**config.mk**
```make
export PLATFORM = sky130hd
export DESIGN_NAME = dram_sched_ctrl
export DESIGN_NICKNAME = d
export VERILOG_FILES = /design/src/rtl/dram_sched_pkg.sv /design/src/rtl/dram_porta_arb.sv /design/src/rtl/dram_sched_ctrl.sv
export SDC_FILE = /design/constraint.sdc
export NUM_CORES = 1
export LEC_CHECK = 0
export BUFFER_PORTS_ARGS = -buffer_cell sky130_fd_sc_hd__buf_2
export CELL_PAD_IN_SITES_DETAIL_PLACEMENT = 2
export CELL_PAD_IN_SITES_GLOBAL_PLACEMENT = 2
export CORE_ASPECT_RATIO = 1.1
export CORE_MARGIN = 2
export CORE_UTILIZATION = 17
export DETAILED_ROUTE_END_ITERATION = 16
export PLACE_DENSITY = 0.79
export RECOVER_POWER = 50
export REMOVE_ABC_BUFFERS = 1
export SYNTH_ARGS = -nofsm -noshare
export SYNTH_HDL_FRONTEND = slang
export SYNTH_HIERARCHICAL = 1
export SYNTH_SLANG_ARGS = --single-unit
```
**constraint.sdc**
```tcl
create_clock -name clk -period 2.1 [get_ports clk]
set_clock_uncertainty 0.05 [all_clocks]
set_input_delay 0.315 -clock clk [delete_from_list [all_inputs] [get_ports clk]]
set_output_delay 0.315 -clock clk [all_outputs]
set_load 0.02 [all_outputs]
```
**src/rtl/dram_sched_pkg.sv**
```systemverilog
// Shared definitions for the matrix DRAM sequencing/arbitration controller.
// Latency: none (types and constants only).
// Backpressure: not applicable.
package dram_sched_pkg;

   localparam int DEF_ADDR_W = 4;
   localparam int DEF_DATA_W = 16;

   // Read sequencer states
   typedef enum logic {
      IDLE = 1'b0,
      READ = 1'b1
   } state_t;

   // Requester indices for the port A arbiter
   localparam logic HOST = 1'b0;
   localparam logic RES  = 1'b1;

endpackage

```
**src/rtl/dram_porta_arb.sv**
```systemverilog
// Port A write arbiter between host loader and result writeback (DRAM_SCHED_RR_EN: round-robin, else result-first).
// Latency: 0 cycles, grant is combinational from req; the write lands on the edge ending the grant cycle.
// Backpressure: a losing requester simply holds req/addr/data until it sees its grant.
module dram_porta_arb
   import dram_sched_pkg::*;
#(
   parameter int ADDR_W = DEF_ADDR_W,
   parameter int DATA_W = DEF_DATA_W
) (
`ifdef DRAM_SCHED_RR_EN
   input  logic              clk,
   input  logic              rst,
`endif
   input  logic              h_req,
   input  logic [ADDR_W-1:0] h_addr,
   input  logic [DATA_W-1:0] h_data,
   output logic              h_gnt,
   input  logic              r_req,
   input  logic [ADDR_W-1:0] r_addr,
   input  logic [DATA_W-1:0] r_data,
   output logic              r_gnt,
   output logic              ram_ena,
   output logic              ram_wea,
   output logic [ADDR_W-1:0] ram_addra,
   output logic [DATA_W-1:0] ram_dia
);

`ifdef DRAM_SCHED_RR_EN
   logic last_q, last_d;

   // Grant: a lone requester always wins; on contention the one not granted last wins
   always_comb begin
      h_gnt = 1'b0;
      r_gnt = 1'b0;
      if (h_req && r_req) begin
         if (last_q == HOST) r_gnt = 1'b1;
         else                h_gnt = 1'b1;
      end else begin
         h_gnt = h_req;
         r_gnt = r_req;
      end
   end

   // Pointer only moves when somebody is actually granted
   always_comb begin
      last_d = last_q;
      if (h_gnt)      last_d = HOST;
      else if (r_gnt) last_d = RES;
   end

   // Last-granted pointer register
   always_ff @(posedge clk or posedge rst) begin
      if (rst) last_q <= HOST;
      else     last_q <= last_d;
   end
`else
   // Fixed priority: result writeback always beats the host loader
   always_comb begin
      r_gnt = r_req;
      h_gnt = h_req & ~r_req;
   end
`endif

   // Port A mux follows the granted requester; idle port drives zeros
   always_comb begin
      ram_addra = '0;
      ram_dia   = '0;
      if (r_gnt) begin
         ram_addra = r_addr;
         ram_dia   = r_data;
      end else if (h_gnt) begin
         ram_addra = h_addr;
         ram_dia   = h_data;
      end
   end

   assign ram_ena = h_gnt | r_gnt;
   assign ram_wea = h_gnt | r_gnt;

endmodule

```
**src/rtl/dram_sched_ctrl.sv**
```systemverilog
// Matrix DRAM controller: port B burst read streamer plus port A write arbiter (DRAM_SCHED_RR_EN selects round-robin).
// Latency: 1 cycle ram_enb -> s_valid; done pulses 2+rd_count cycles after start when s_ready stays high.
// Backpressure: full; with s_ready low the DRAM is not re-enabled so dob (s_data) holds the pending word.
module dram_sched_ctrl
   import dram_sched_pkg::*;
#(
   parameter int ADDR_W = DEF_ADDR_W,
   parameter int DATA_W = DEF_DATA_W
) (
   input  logic              clk,
   input  logic              rst,
   input  logic              start,
   input  logic [ADDR_W-1:0] rd_base,
   input  logic [ADDR_W:0]   rd_count,
   output logic              busy,
   output logic              done,
   output logic              ram_enb,
   output logic [ADDR_W-1:0] ram_addrb,
   input  logic [DATA_W-1:0] ram_dob,
   output logic [DATA_W-1:0] s_data,
   output logic              s_valid,
   input  logic              s_ready,
   output logic              s_last,
   input  logic              h_req,
   input  logic [ADDR_W-1:0] h_addr,
   input  logic [DATA_W-1:0] h_data,
   output logic              h_gnt,
   input  logic              r_req,
   input  logic [ADDR_W-1:0] r_addr,
   input  logic [DATA_W-1:0] r_data,
   output logic              r_gnt,
   output logic              ram_ena,
   output logic              ram_wea,
   output logic [ADDR_W-1:0] ram_addra,
   output logic [DATA_W-1:0] ram_dia
);

   localparam logic [ADDR_W-1:0] ADDR_ONE = {{(ADDR_W-1){1'b0}}, 1'b1};
   localparam logic [ADDR_W:0]   REM_ONE  = {{ADDR_W{1'b0}}, 1'b1};

   state_t              state_q, state_d;
   logic [ADDR_W-1:0]   addr_q, addr_d;
   logic [ADDR_W:0]     rem_q, rem_d;
   logic                s_valid_q, s_valid_d;
   logic                s_last_q, s_last_d;
   logic                done_q, done_d;
   logic                start_ok, issue, finish;

   // A start in the done cycle is dropped: the burst that just ended owns that cycle
   assign start_ok = (state_q == IDLE) && start && !done_q;
   // Fetch the next word when words remain and the output slot is free or draining
   assign issue    = (state_q == READ) && (rem_q != '0) && (!s_valid_q || s_ready);
   // Burst ends once nothing is left to fetch and the output slot empties this cycle
   assign finish   = (state_q == READ) && (rem_q == '0) && (!s_valid_q || s_ready);

   // FSM state register
   always_ff @(posedge clk or posedge rst) begin
      if (rst) state_q <= IDLE;
      else     state_q <= state_d;
   end

   // FSM next-state logic
   always_comb begin
      state_d = state_q;
      case (state_q)
         IDLE:    if (start_ok) state_d = READ;
         READ:    if (finish)   state_d = IDLE;
         default: state_d = IDLE;
      endcase
   end

   // FSM outputs
   always_comb begin
      busy    = (state_q == READ);
      ram_enb = issue;
   end

   // Sequencer datapath: address/remaining count load, advance, and output slot tracking
   always_comb begin
      addr_d    = addr_q;
      rem_d     = rem_q;
      s_valid_d = s_valid_q;
      s_last_d  = s_last_q;
      done_d    = finish;
      if (start_ok) begin
         addr_d = rd_base;
         rem_d  = rd_count;
      end else if (issue) begin
         addr_d    = addr_q + ADDR_ONE;
         rem_d     = rem_q - REM_ONE;
         s_valid_d = 1'b1;
         s_last_d  = (rem_q == REM_ONE);
      end else if (s_ready) begin
         s_valid_d = 1'b0;
         s_last_d  = 1'b0;
      end
   end

   // Sequencer datapath registers; reset abandons any burst without a done pulse
   always_ff @(posedge clk or posedge rst) begin
      if (rst) begin
         addr_q    <= '0;
         rem_q     <= '0;
         s_valid_q <= 1'b0;
         s_last_q  <= 1'b0;
         done_q    <= 1'b0;
      end else begin
         addr_q    <= addr_d;
         rem_q     <= rem_d;
         s_valid_q <= s_valid_d;
         s_last_q  <= s_last_d;
         done_q    <= done_d;
      end
   end

   assign ram_addrb = addr_q;
   assign s_data    = ram_dob;
   assign s_valid   = s_valid_q;
   assign s_last    = s_last_q;
   assign done      = done_q;

   dram_porta_arb #(
      .ADDR_W (ADDR_W),
      .DATA_W (DATA_W)
   ) u_porta_arb (
`ifdef DRAM_SCHED_RR_EN
      .clk       (clk),
      .rst       (rst),
`endif
      .h_req     (h_req),
      .h_addr    (h_addr),
      .h_data    (h_data),
      .h_gnt     (h_gnt),
      .r_req     (r_req),
      .r_addr    (r_addr),
      .r_data    (r_data),
      .r_gnt     (r_gnt),
      .ram_ena   (ram_ena),
      .ram_wea   (ram_wea),
      .ram_addra (ram_addra),
      .ram_dia   (ram_dia)
   );

endmodule

```
==> metrics.csv <==
metric;value;unit
cts_sinks;13;
r2r_setup_slack;0.18;ns
dp.cells;268;
cts_tree;done;
drt_iter0_drc;11;
antenna_found_initial;0;
ys_seq_area_share;28.9;%
dr_wl_met3;556;µm
cp.depth;5;
cts_max_level;1;
port_buffers;87;
p_leak;0.778;nW
post_synth_instance_area;1130;µm²
drv_slew;0;
crit_family;simple AND/OR/NAND/NOR gates;
criticalPathCategory;register to output pin;
avgSynthCellArea;9.47;µm²
finalSetupTns;0;ns
min_period_over_period;95.4;%
rows;31;
fin_cells;273;
max_slew_margin;63.9;%
clockRootBuffer;clkbuf_8;
synth_mux_area_share;0.888;%
synth_xor_area_share;2.33;%
synthToLayoutAreaGrowth;40.6;%
synth-edff-count;0;
power_density;1060;nW/µm²
dr.pass1.iters;4;
numCtsBuffers;3;
yosysWarnings;6;
vias;1274;
die_y;89.4;µm
crit_path_start_kind;register;
wl;4270;µm
synth_common_cells;a22o_1 (21), buf_4 (18), dfrtp_1 (13);
peakVddDrop;0.000359;V
synthAdderAreaFrac;3.33;%
synthCells;119;
drt-met1-wl;1710;µm
slowest_delay;0.44;ns
synth_top_area_share;28.9;%
clock_latency;0.24;ns
initial_core_util;17.3;%
r2r-start;rem_q[0]$_DFFE_PP0P_;
worstSetupEndpoint;ram_enb;
dr_wl_met2;2000;µm
drive_gt1_share;52.4;%
min_path_type;input pin to async pin;
detail_route.vias_per_cell;4.67;
cts_buffer_depth;2;
r2r.worst_path.cells;5;
maxCapViolations;0;
dp_hpwl;3520;µm
clk_pin_slew_worst_paths;0.06;ns
cp_max_fo;5;
overflow;0;
required;1.74;ns
rsz0062_at_grt;false;
synth_top_area_cell;dfrtp_1;
core_area;6520;µm²
final_util;24.3;%
ios;120;
drcViolationCount;0;
grt_pass1_vias;1448;
grt_start_max_net_pins;22;
synthSimpleGateAreaFrac;18.4;%
synth-seq-cells;13;
dr.max_layer_used;met4;
fillers;799;
worstMarginPinSlew;0.541;ns
gp_congestion;0.678;
fmax;499;MHz
synth_compound_area_share;28.1;%
ys_types;41;
hold_viol;0;
antenna_cells;0;
synth_top_family_by_area;compound AO/OA/AOI/OAI gates;
path_cells;inv_1 > ha_1 > nor4b_4 > nor3_2 > buf_2;
endpoint_kind;output pin;
setup_viol;0;
status;complete, no violations;
synth_flop_cell;dfrtp_1;
async_reset_ff_share;100;%
startpoint;rem_q[0]$_DFFE_PP0P_;
arrival;1.64;ns
synth.most_common_cell;a22o_1;
wl_per_cell;15.7;µm
finalCriticalPeriod;2.00;ns
drtAntennaViolNets;0;
die_w;81.6;µm
grt_usage;12.1;%
cp_num_buf_inv;2;
r2r-end;ram_addrb[2]$_DFFE_PP0P_;
slowest_stage;dfrtp_1;
die-area;7300;µm²
grt_first_pass_wirelength;6840;µm
nets;266;
synthTopCellsByArea;dfrtp_1 (29%), a22o_1 (16%), buf_4 (12%);
-- report_power, final --
| part | internal, mW | switching (mW) |
|---|---|---|
| clock | 0.134 | 0.0944 |
| sequential | 0.364 | 0.146 |
| combinational | 0.416 | 0.535 |
-- worst min path at each step --
stage          start                  endpoint  cells past startpoint
2_1_floorplan    rst            busy$_DFF_PP0_                      1
4_1_cts          rst  ram_addrb[2]$_DFFE_PP0P_                      2
6_report         rst       s_valid$_DFFE_PP0P_                      2
5_1_grt          rst       s_valid$_DFFE_PP0P_                      2
3_3_place_gp     rst  ram_addrb[2]$_DFFE_PP0P_                      2
3_5_place_dp     rst  ram_addrb[2]$_DFFE_PP0P_                      2
-- logic make-up (layout without fill, tap and decap cells) --
family | Yosys count | after routing
buffers and inverters | 31 | 103
adders and majority gates | 3 | 3
and+or+nand+nor | 31 | 31
xor gates and xnor gates | 3 | 3
muxes | 1 | 1
AOI/OAI and AO/OA | 37 | 37
DFF | 13 | 13
-- sequential cells by signal, summed over array words and instances, names as in the netlist --
signal,cells
ram_addrb,4
s_valid,1
busy,1
rem_q,5
done,1
s_last,1
-- cell usage in the layout (no fill, tap or decap), types with 2 or more instances in the layout --
cell / n
a221o_1: 2
xor2_1: 2
a211oi_1: 2
nor2_1: 5
buf_4: 7
nand2_1: 5
a311oi_1: 3
a22o_1: 21
inv_1: 5
nor3_2: 2
ha_1: 3
a21oi_1: 2
clkbuf_1: 9
buf_2: 79
nor2b_1: 2
nor4_1: 3
dfrtp_1: 13
clkbuf_8: 3
-- through the flow --
stage	hold slack (ns)	total power [mW]	setup WS [ns]	area (µm²)
finish	0.0551	1.69	0.0967	1590
CTS	0.0718	1.71	0.0426	1580
global route	0.0947	1.84	0.0200	1590
global placement	0.335	1.41	0.165	1530
floorplan	0.142	1.09	0.102	942
detailed placement	0.334	1.45	0.0794	1530
-- repair_timing --
action / 4_1_cts / 5_1_grt
gates resized for setup: 1 / 2
endpoints found under the setup margin: 1 / 6
buffers inserted: 0 / 1
hold endpoints to repair: 0 / 0
hold buffers: 0 / 0
-- metal layers --
metal	up-vias	global-route usage [%]
li1	580	-
met1	598	13.8
met2	94	20.4
met3	2	5.76
met4	0	2.73
met5	-	2.86
-- area by class of cell --
class,count,area (µm²),share of cell area [%]
Timing Repair Buffer,94,478,30.1
Tap cell,82,103,6.47
Clock buffer,4,45.0,2.84
Inverter,5,18.8,1.18
Multi-Input combinational cell,75,616,38.8
Sequential cell,13,325,20.5
(Power assumes the default switching activity.)
